`src/rtl/alu_arm_pipe_if.sv`:
```
// Handshake and data bus between decode, the ALU execute stage and writeback.
interface alu_arm_pipe_if #(
   parameter int WIDTH = 32
);
   logic             in_valid;
   logic             in_ready;
   logic [3:0]       op;
   logic [1:0]       mode;
   logic             set_flags;
   logic [WIDTH-1:0] da;
   logic [WIDTH-1:0] db;
   logic [WIDTH-1:0] dc;
   logic             shift_c;
   logic             flag_wr;
   logic [3:0]       flag_din;
   logic             out_valid;
   logic             out_ready;
   logic [WIDTH-1:0] out;
   logic             wr_en;
   logic [3:0]       nzcv;

   modport slave (
      input  in_valid, op, mode, set_flags, da, db, dc, shift_c, flag_wr, flag_din, out_ready,
      output in_ready, out_valid, out, wr_en, nzcv
   );

   modport master (
      output in_valid, op, mode, set_flags, da, db, dc, shift_c, flag_wr, flag_din, out_ready,
      input  in_ready, out_valid, out, wr_en, nzcv
   );
endinterface

```
`src/rtl/alu_arm_pipe.sv`:
```
// Registered ARM data-processing ALU with NZCV register and an iterative
// shift-add MUL/MLA engine (one multiplier bit per cycle).
module alu_arm_pipe #(
   parameter int WIDTH  = 32,
   parameter int MUL_EN = 1
) (
   input  logic           clk,
   input  logic           rst_n,
   alu_arm_pipe_if.slave  bus
);
   localparam int CW = (WIDTH > 1) ? $clog2(WIDTH) : 1;
   localparam logic [CW-1:0] LAST = CW'(WIDTH - 1);

   typedef enum logic [0:0] {S_IDLE, S_MUL_BUSY} state_t;
   state_t r_state, w_state_nxt;

   logic [WIDTH-1:0] r_out, r_ma, r_mb, r_acc;
   logic             r_wr_en, r_out_valid, r_mset;
   logic [3:0]       r_nzcv;
   logic [CW-1:0]    r_cnt;

   logic             w_in_ready, w_accept, w_is_mul, w_cmp, w_mul_done;
   logic             w_arith, w_cin, w_c, w_v;
   logic [WIDTH-1:0] w_x, w_y, w_logic, w_res, w_mul_step;
   logic [WIDTH:0]   w_sum;

   assign w_in_ready = (r_state == S_IDLE) && (!r_out_valid || bus.out_ready);
   assign w_accept   = bus.in_valid && w_in_ready;
   assign w_is_mul   = (MUL_EN != 0) && ((bus.mode == 2'd1) || (bus.mode == 2'd2));
   assign w_cmp      = (bus.op[3:2] == 2'b01);
   assign w_mul_done = (r_state == S_MUL_BUSY) && (r_cnt == LAST);

   // Every arithmetic op is x + y + cin; subtraction uses the inverted operand
   // so the adder carry-out is directly the ARM NOT-borrow.
   always_comb begin
      w_x     = bus.da;
      w_y     = bus.db;
      w_cin   = 1'b0;
      w_arith = 1'b1;
      w_logic = '0;
      case (bus.op)
         4'b0000, 4'b0110: begin w_arith = 1'b0; w_logic = bus.da & bus.db; end
         4'b0001:          begin w_arith = 1'b0; w_logic = bus.da | bus.db; end
         4'b0010, 4'b0111: begin w_arith = 1'b0; w_logic = bus.da ^ bus.db; end
         4'b0011:          begin w_arith = 1'b0; w_logic = bus.da & ~bus.db; end
         4'b1000:          begin w_arith = 1'b0; w_logic = bus.db; end
         4'b1001:          begin w_arith = 1'b0; w_logic = ~bus.db; end
         4'b0100, 4'b1100: begin w_y = ~bus.db; w_cin = 1'b1; end
         4'b1011:          w_cin = r_nzcv[1];
         4'b1101:          begin w_y = ~bus.db; w_cin = r_nzcv[1]; end
         4'b1110:          begin w_x = bus.db; w_y = ~bus.da; w_cin = 1'b1; end
         4'b1111:          begin w_x = bus.db; w_y = ~bus.da; w_cin = r_nzcv[1]; end
         default: ;
      endcase
   end

   assign w_sum = {1'b0, w_x} + {1'b0, w_y} + {{WIDTH{1'b0}}, w_cin};
   assign w_res = w_arith ? w_sum[WIDTH-1:0] : w_logic;
   assign w_c   = w_arith ? w_sum[WIDTH] : bus.shift_c;
   assign w_v   = w_arith ? ((w_x[WIDTH-1] == w_y[WIDTH-1]) && (w_res[WIDTH-1] != w_x[WIDTH-1]))
                          : r_nzcv[0];

   assign w_mul_step = r_acc + (r_mb[0] ? r_ma : '0);

   always_comb begin
      w_state_nxt = r_state;
      case (r_state)
         S_IDLE:     if (w_accept && w_is_mul) w_state_nxt = S_MUL_BUSY;
         S_MUL_BUSY: if (r_cnt == LAST) w_state_nxt = S_IDLE;
         default:    w_state_nxt = S_IDLE;
      endcase
   end

   always_ff @(posedge clk or negedge rst_n) begin
      if (!rst_n) r_state <= S_IDLE;
      else        r_state <= w_state_nxt;
   end

   always_ff @(posedge clk or negedge rst_n) begin
      if (!rst_n) begin
         r_ma <= '0; r_mb <= '0; r_acc <= '0; r_cnt <= '0; r_mset <= 1'b0;
      end else if (w_accept && w_is_mul) begin
         r_ma   <= bus.da;
         r_mb   <= bus.db;
         r_acc  <= (bus.mode == 2'd2) ? bus.dc : '0;
         r_cnt  <= '0;
         r_mset <= bus.set_flags;
      end else if (r_state == S_MUL_BUSY) begin
         r_acc <= w_mul_step;
         r_ma  <= r_ma << 1;
         r_mb  <= r_mb >> 1;
         r_cnt <= r_cnt + 1'b1;
      end
   end

   always_ff @(posedge clk or negedge rst_n) begin
      if (!rst_n) begin
         r_out <= '0; r_wr_en <= 1'b0; r_out_valid <= 1'b0;
      end else if (w_accept && !w_is_mul) begin
         r_out <= w_res; r_wr_en <= !w_cmp; r_out_valid <= 1'b1;
      end else if (w_mul_done) begin
         r_out <= w_mul_step; r_wr_en <= 1'b1; r_out_valid <= 1'b1;
      end else if (bus.out_ready) begin
         r_out_valid <= 1'b0;
      end
   end

   // An explicit flag load overrides any ALU flag update on the same edge.
   always_ff @(posedge clk or negedge rst_n) begin
      if (!rst_n)
         r_nzcv <= 4'b0000;
      else if (bus.flag_wr)
         r_nzcv <= bus.flag_din;
      else if (w_accept && !w_is_mul && (bus.set_flags || w_cmp))
         r_nzcv <= {w_res[WIDTH-1], (w_res == '0), w_c, w_v};
      else if (w_mul_done && r_mset)
         r_nzcv[3:2] <= {w_mul_step[WIDTH-1], (w_mul_step == '0)};
   end

   assign bus.in_ready  = w_in_ready;
   assign bus.out_valid = r_out_valid;
   assign bus.out       = r_out;
   assign bus.wr_en     = r_wr_en;
   assign bus.nzcv      = r_nzcv;
endmodule

```
`src/flat_wrapper.sv`:
```
// flat-port wrapper written by rule: the top's interface ports become plain ports
module alu_arm_pipe_flat 
#(
   parameter int WIDTH  = 32,
   parameter int MUL_EN = 1
)
  (clk, rst_n, bus_in_valid, bus_op, bus_mode, bus_set_flags, bus_da, bus_db, bus_dc, bus_shift_c, bus_flag_wr, bus_flag_din, bus_out_ready, bus_in_ready, bus_out_valid, bus_out, bus_wr_en, bus_nzcv);
  alu_arm_pipe_if #(.WIDTH(WIDTH)) bus_i ();
  input  logic clk;
  input  logic rst_n;
  input wire logic [$bits(bus_i.in_valid)-1:0] bus_in_valid;
  input wire logic [$bits(bus_i.op)-1:0] bus_op;
  input wire logic [$bits(bus_i.mode)-1:0] bus_mode;
  input wire logic [$bits(bus_i.set_flags)-1:0] bus_set_flags;
  input wire logic [$bits(bus_i.da)-1:0] bus_da;
  input wire logic [$bits(bus_i.db)-1:0] bus_db;
  input wire logic [$bits(bus_i.dc)-1:0] bus_dc;
  input wire logic [$bits(bus_i.shift_c)-1:0] bus_shift_c;
  input wire logic [$bits(bus_i.flag_wr)-1:0] bus_flag_wr;
  input wire logic [$bits(bus_i.flag_din)-1:0] bus_flag_din;
  input wire logic [$bits(bus_i.out_ready)-1:0] bus_out_ready;
  output wire logic [$bits(bus_i.in_ready)-1:0] bus_in_ready;
  output wire logic [$bits(bus_i.out_valid)-1:0] bus_out_valid;
  output wire logic [$bits(bus_i.out)-1:0] bus_out;
  output wire logic [$bits(bus_i.wr_en)-1:0] bus_wr_en;
  output wire logic [$bits(bus_i.nzcv)-1:0] bus_nzcv;
  assign bus_i.in_valid = bus_in_valid;
  assign bus_i.op = bus_op;
  assign bus_i.mode = bus_mode;
  assign bus_i.set_flags = bus_set_flags;
  assign bus_i.da = bus_da;
  assign bus_i.db = bus_db;
  assign bus_i.dc = bus_dc;
  assign bus_i.shift_c = bus_shift_c;
  assign bus_i.flag_wr = bus_flag_wr;
  assign bus_i.flag_din = bus_flag_din;
  assign bus_i.out_ready = bus_out_ready;
  assign bus_in_ready = bus_i.in_ready;
  assign bus_out_valid = bus_i.out_valid;
  assign bus_out = bus_i.out;
  assign bus_wr_en = bus_i.wr_en;
  assign bus_nzcv = bus_i.nzcv;
  alu_arm_pipe #(.WIDTH(WIDTH), .MUL_EN(MUL_EN)) u_core (.clk(clk), .rst_n(rst_n), .bus(bus_i));
endmodule
```
`config.mk`:
```
export PLATFORM = sky130hd
export DESIGN_NAME = alu_arm_pipe_flat
export DESIGN_NICKNAME = d
export VERILOG_FILES = /design/src/rtl/alu_arm_pipe_if.sv /design/src/rtl/alu_arm_pipe.sv /design/src/flat_wrapper.sv
export SDC_FILE = /design/constraint.sdc
export NUM_CORES = 1
export LEC_CHECK = 0
export ABC_AREA = 1
export CAP_MARGIN = 15
export CORE_ASPECT_RATIO = 2
export CORE_MARGIN = 8
export CORE_UTILIZATION = 45
export CTS_BUF_LIST = sky130_fd_sc_hd__clkbuf_4
export DETAILED_ROUTE_END_ITERATION = 8
export MAX_ROUTING_LAYER = met4
export PLACE_DENSITY = 0.67
export SLEW_MARGIN = 20
export SYNTH_ARGS = -nofsm -noshare
export SYNTH_HDL_FRONTEND = slang
export SYNTH_SLANG_ARGS = --single-unit
```
`constraint.sdc`:
```
create_clock -name clk -period 3.1 [get_ports clk]
set_input_delay 0.62 -clock clk [delete_from_list [all_inputs] [get_ports clk]]
set_output_delay 0.62 -clock clk [all_outputs]
set_load 0.02 [all_outputs]
```
==> results.md <==
* Status: finished, violations left
* Violated checks: setup timing
* Buf/Inv on CP at 8
* WP data arrival at 3.80 ns
* Num CTS Buffers at 17
* Post-Syn Area at 13900 um2
* Synthesized Nets at 2447
* CTS Sinks at 141
* Clock transition at path regs at 0.14 ns
* Peak supply drop at 505 uV
* Nets at 2910
* Placed wire-length estimate at 49100 um
* Routed len/inst at 20.3 um
* CP max FO at 8
* Worst Tran Pin Value at 1.12 ns
* Power per cell area at 664 nW/um2
* Leak at 10.2 nW
* Core area at 30600 um2
* Power Internal at 6.59 mW
* Final wirelength at 62700 um
* Yosys top cell by area: dfrtp_1
* CP max stage cell: bufbuf_16
* HP Class: input pin to asynchronous set/reset pin
* Sequential power share at 24.8%
* Synth warn at 0
* Worst Setup End Kind: flop
* Final GP Congestion at 1.04
* Layout area overhead at 41.2%
* Clk_lat worst skew at 0.63 ns
* Port Buffers at 151
* Clock share of power at 10.7%
* EDFF count, synth at 0
* Ys async rst share at 100%
* Max-slew headroom at 25.1%
* Logic pwr share at 64.5%
* Most common cell in the netlist: nand2_1
* #FFs+latches synth at 141
* DRC Markers at 0
* Final Max Slew Viols at 0
* Vias in the first global route at 16700
* Synth Flop Type: dfrtp_1
* Setup Viol. Count Final at 5
* P_sw at 6.46 mW
* Critical path's top delay family: simple AND/OR/NAND/NOR gates
* Gr ovfl total at 0
* CTS tree: yes
* Register area share after synthesis at 25.3%
* Slowest stage delay, CP at 0.28 ns
* Cell Count, Final, Fillers Out at 3083
* Final Hold Fails at 0
* H-tree Lvls at 4
* Required @ worst endpoint at 3.67 ns
* Clock tree buffer depth at 2
* Worst setup margin at -0.130 ns
* Design Power at 13.1 mW
* Cell Count Post-Placement at 3020
* I/O pins at 152
* Unrepaired setup endpoints after global routing: yes
* Die height at 265 um
* WHS at 0.468 ns
* Via count at 17300
* Mapped Cells at 2234
* GRT Overall Usage at 34.1%
* Fill cells at 2922
* Highest clock rate at 310 MHz
* Max-Cap Viols at 0
* Top cells by area, synth: dfrtp_1 25%, nand2_1 19%, inv_1 8.9%
* Clock Skew at 0.0269 ns
* Synth cell types at 46
* DRT iter0 DRCs at 1330
* Initial Utilization at 45.5%
* Fin crit period at 3.23 ns
* Most used cell, CP: nand2_1
* Initial antenna violation count at 1
* Final setup TNS at -0.284 ns
* Full die area at 37200 um2
* Share of cells above drive strength 1 at 21.7%
* Post-synth top area share at 25.3%
* Sw frac at 49.5%
* Routed Antenna Nets at 0
* WS Path Type: input pin to flop
* First-pass GRT wire length at 94500 um
* Root buf cell: clkbuf_4
* Pre-antenna DRT Iters at 6
* Pin count of the biggest net entering global routing at 57
* Startpoint Class: input pin
* Vias per cell at 5.61
* Syn_area_per_cell at 6.23 um2
* Final worst path period share at 104%
* Die Wd at 140 um
* # rows at 91
* Top post-synthesis cells by count: 713 x nand2_1, 330 x inv_1, 165 x o21ai_0
-- layer usage --
layer  vias to the layer above  global-route usage (%)  part of all wire (%)
li1                       8313                       -                     -
met1                      7981                    38.3                    39
met2                       776                    55.2                    47
met3                       225                    4.56                   6.1
met4                         0                    23.7                   8.0
met5                         -                       -                     0
-- cell usage in the layout (no fill, tap or decap), types with 4 or more instances in the layout --
cell             count
o21ai_0            145
inv_2               10
clkinv_4             5
inv_6                5
xnor2_1              7
o211ai_2             6
xor2_1               6
buf_4              354
nand2_4             10
o22ai_1             18
nor2_1             133
ha_1                89
o221ai_1            43
dfrtp_1            140
nand2_2             48
a31oi_1             18
a21oi_2             14
or2_2                4
nand3_2             14
nand4_1             13
ha_4                 8
nor2_2              15
nor2_4              11
buf_12              16
clkdlybuf4s50_1    144
nor3_1              14
a21oi_1            104
o211ai_1            25
o21bai_1             5
nand3_1             97
a22oi_1             75
inv_1              323
buf_6                8
o21ai_2              8
nand3b_1            15
clkbuf_4            19
a211oi_1             6
nand2_1            659
o21ai_1             27
-- sequential cells by signal, indices dropped and copies added (netlist names) --
register and cells:
u_core.bus.nzcv 4, u_core.bus.out 32, u_core.bus.out_valid 1, u_core.bus.wr_en 1, u_core.r_acc 32, u_core.r_cnt 5, u_core.r_ma 32, u_core.r_mb 32
u_core.r_mset 1, u_core.r_state 1
-- worst paths after layout --
kind,from,to,slack [ns],depth (start not counted)
setup / recovery,bus_op[1],u_core.bus.nzcv[2],-0.13,30
hold / removal,rst_n,u_core.bus.out[11],0.47,2
setup reg to reg,u_core.r_mb[0],u_core.bus.nzcv[2],0.01,18
hold reg to reg,u_core.r_mb[21],u_core.r_mb[21],0.50,2
max in group asynchronous,rst_n,u_core.r_acc[22],1.87,3
min in group clk,u_core.r_mb[21],u_core.r_mb[21],0.50,2
-- per-stage QoR --
step	instance area, um2	worst slack, ns	util, %
finish	19700	-0.130	64.2
detailed placement	18400	-1.47	60.2
CTS	19200	-0.0443	62.5
global placement	18400	-1.47	60.2
floorplan	14100	-0.0611	-
global route	19700	-0.269	64.2
-- power by group through the flow --
stage	clock, mW	combinational [mW]	sequential, mW
after global placement	0	7.89	3.24
after CTS	1.40	8.16	3.22
after global routing	1.47	9.24	3.31
after detailed placement	0	8.01	3.24
final	1.39	8.42	3.24
after floorplan	0	4.42	3.34
-- cells by family after synthesis --
| logic type | count (synthesis) | share of synthesized area (%) |
|---|---|---|
| buffers and inverters | 426 | 11.9 |
| AND/OR/NAND/NOR | 1045 | 30.4 |
| flip-flops | 141 | 25.3 |
| AO/OA/AOI/OAI | 508 | 22.3 |
| multiplexers | 1 | 0.0719 |
| adder cells (fa/ha/maj) | 100 | 9.15 |
| XOR/XNOR | 13 | 0.818 |
-- cell type report --
class | instances | area [um2] | area share [%]
multi-input combinational | 1667 | 9430 | 48.0
timing repair buffer | 531 | 4650 | 23.6
sequential | 141 | 3530 | 18.0
inverter | 339 | 1290 | 6.55
tap | 372 | 465 | 2.37
clock inverter | 13 | 156 | 0.795
clock buffer | 19 | 143 | 0.725
antenna | 1 | 2.50 | 0.0127
-- what timing repair did --
item	in CTS	in global routing
pin swaps	40	49
endpoints found under the hold margin	37	0
resized for setup	89	108
hold buffers	1	0
buffers inserted	12	15
endpoints found under the setup margin	29	24
cloned	3	0
Power figures use the tool's default switching activity.
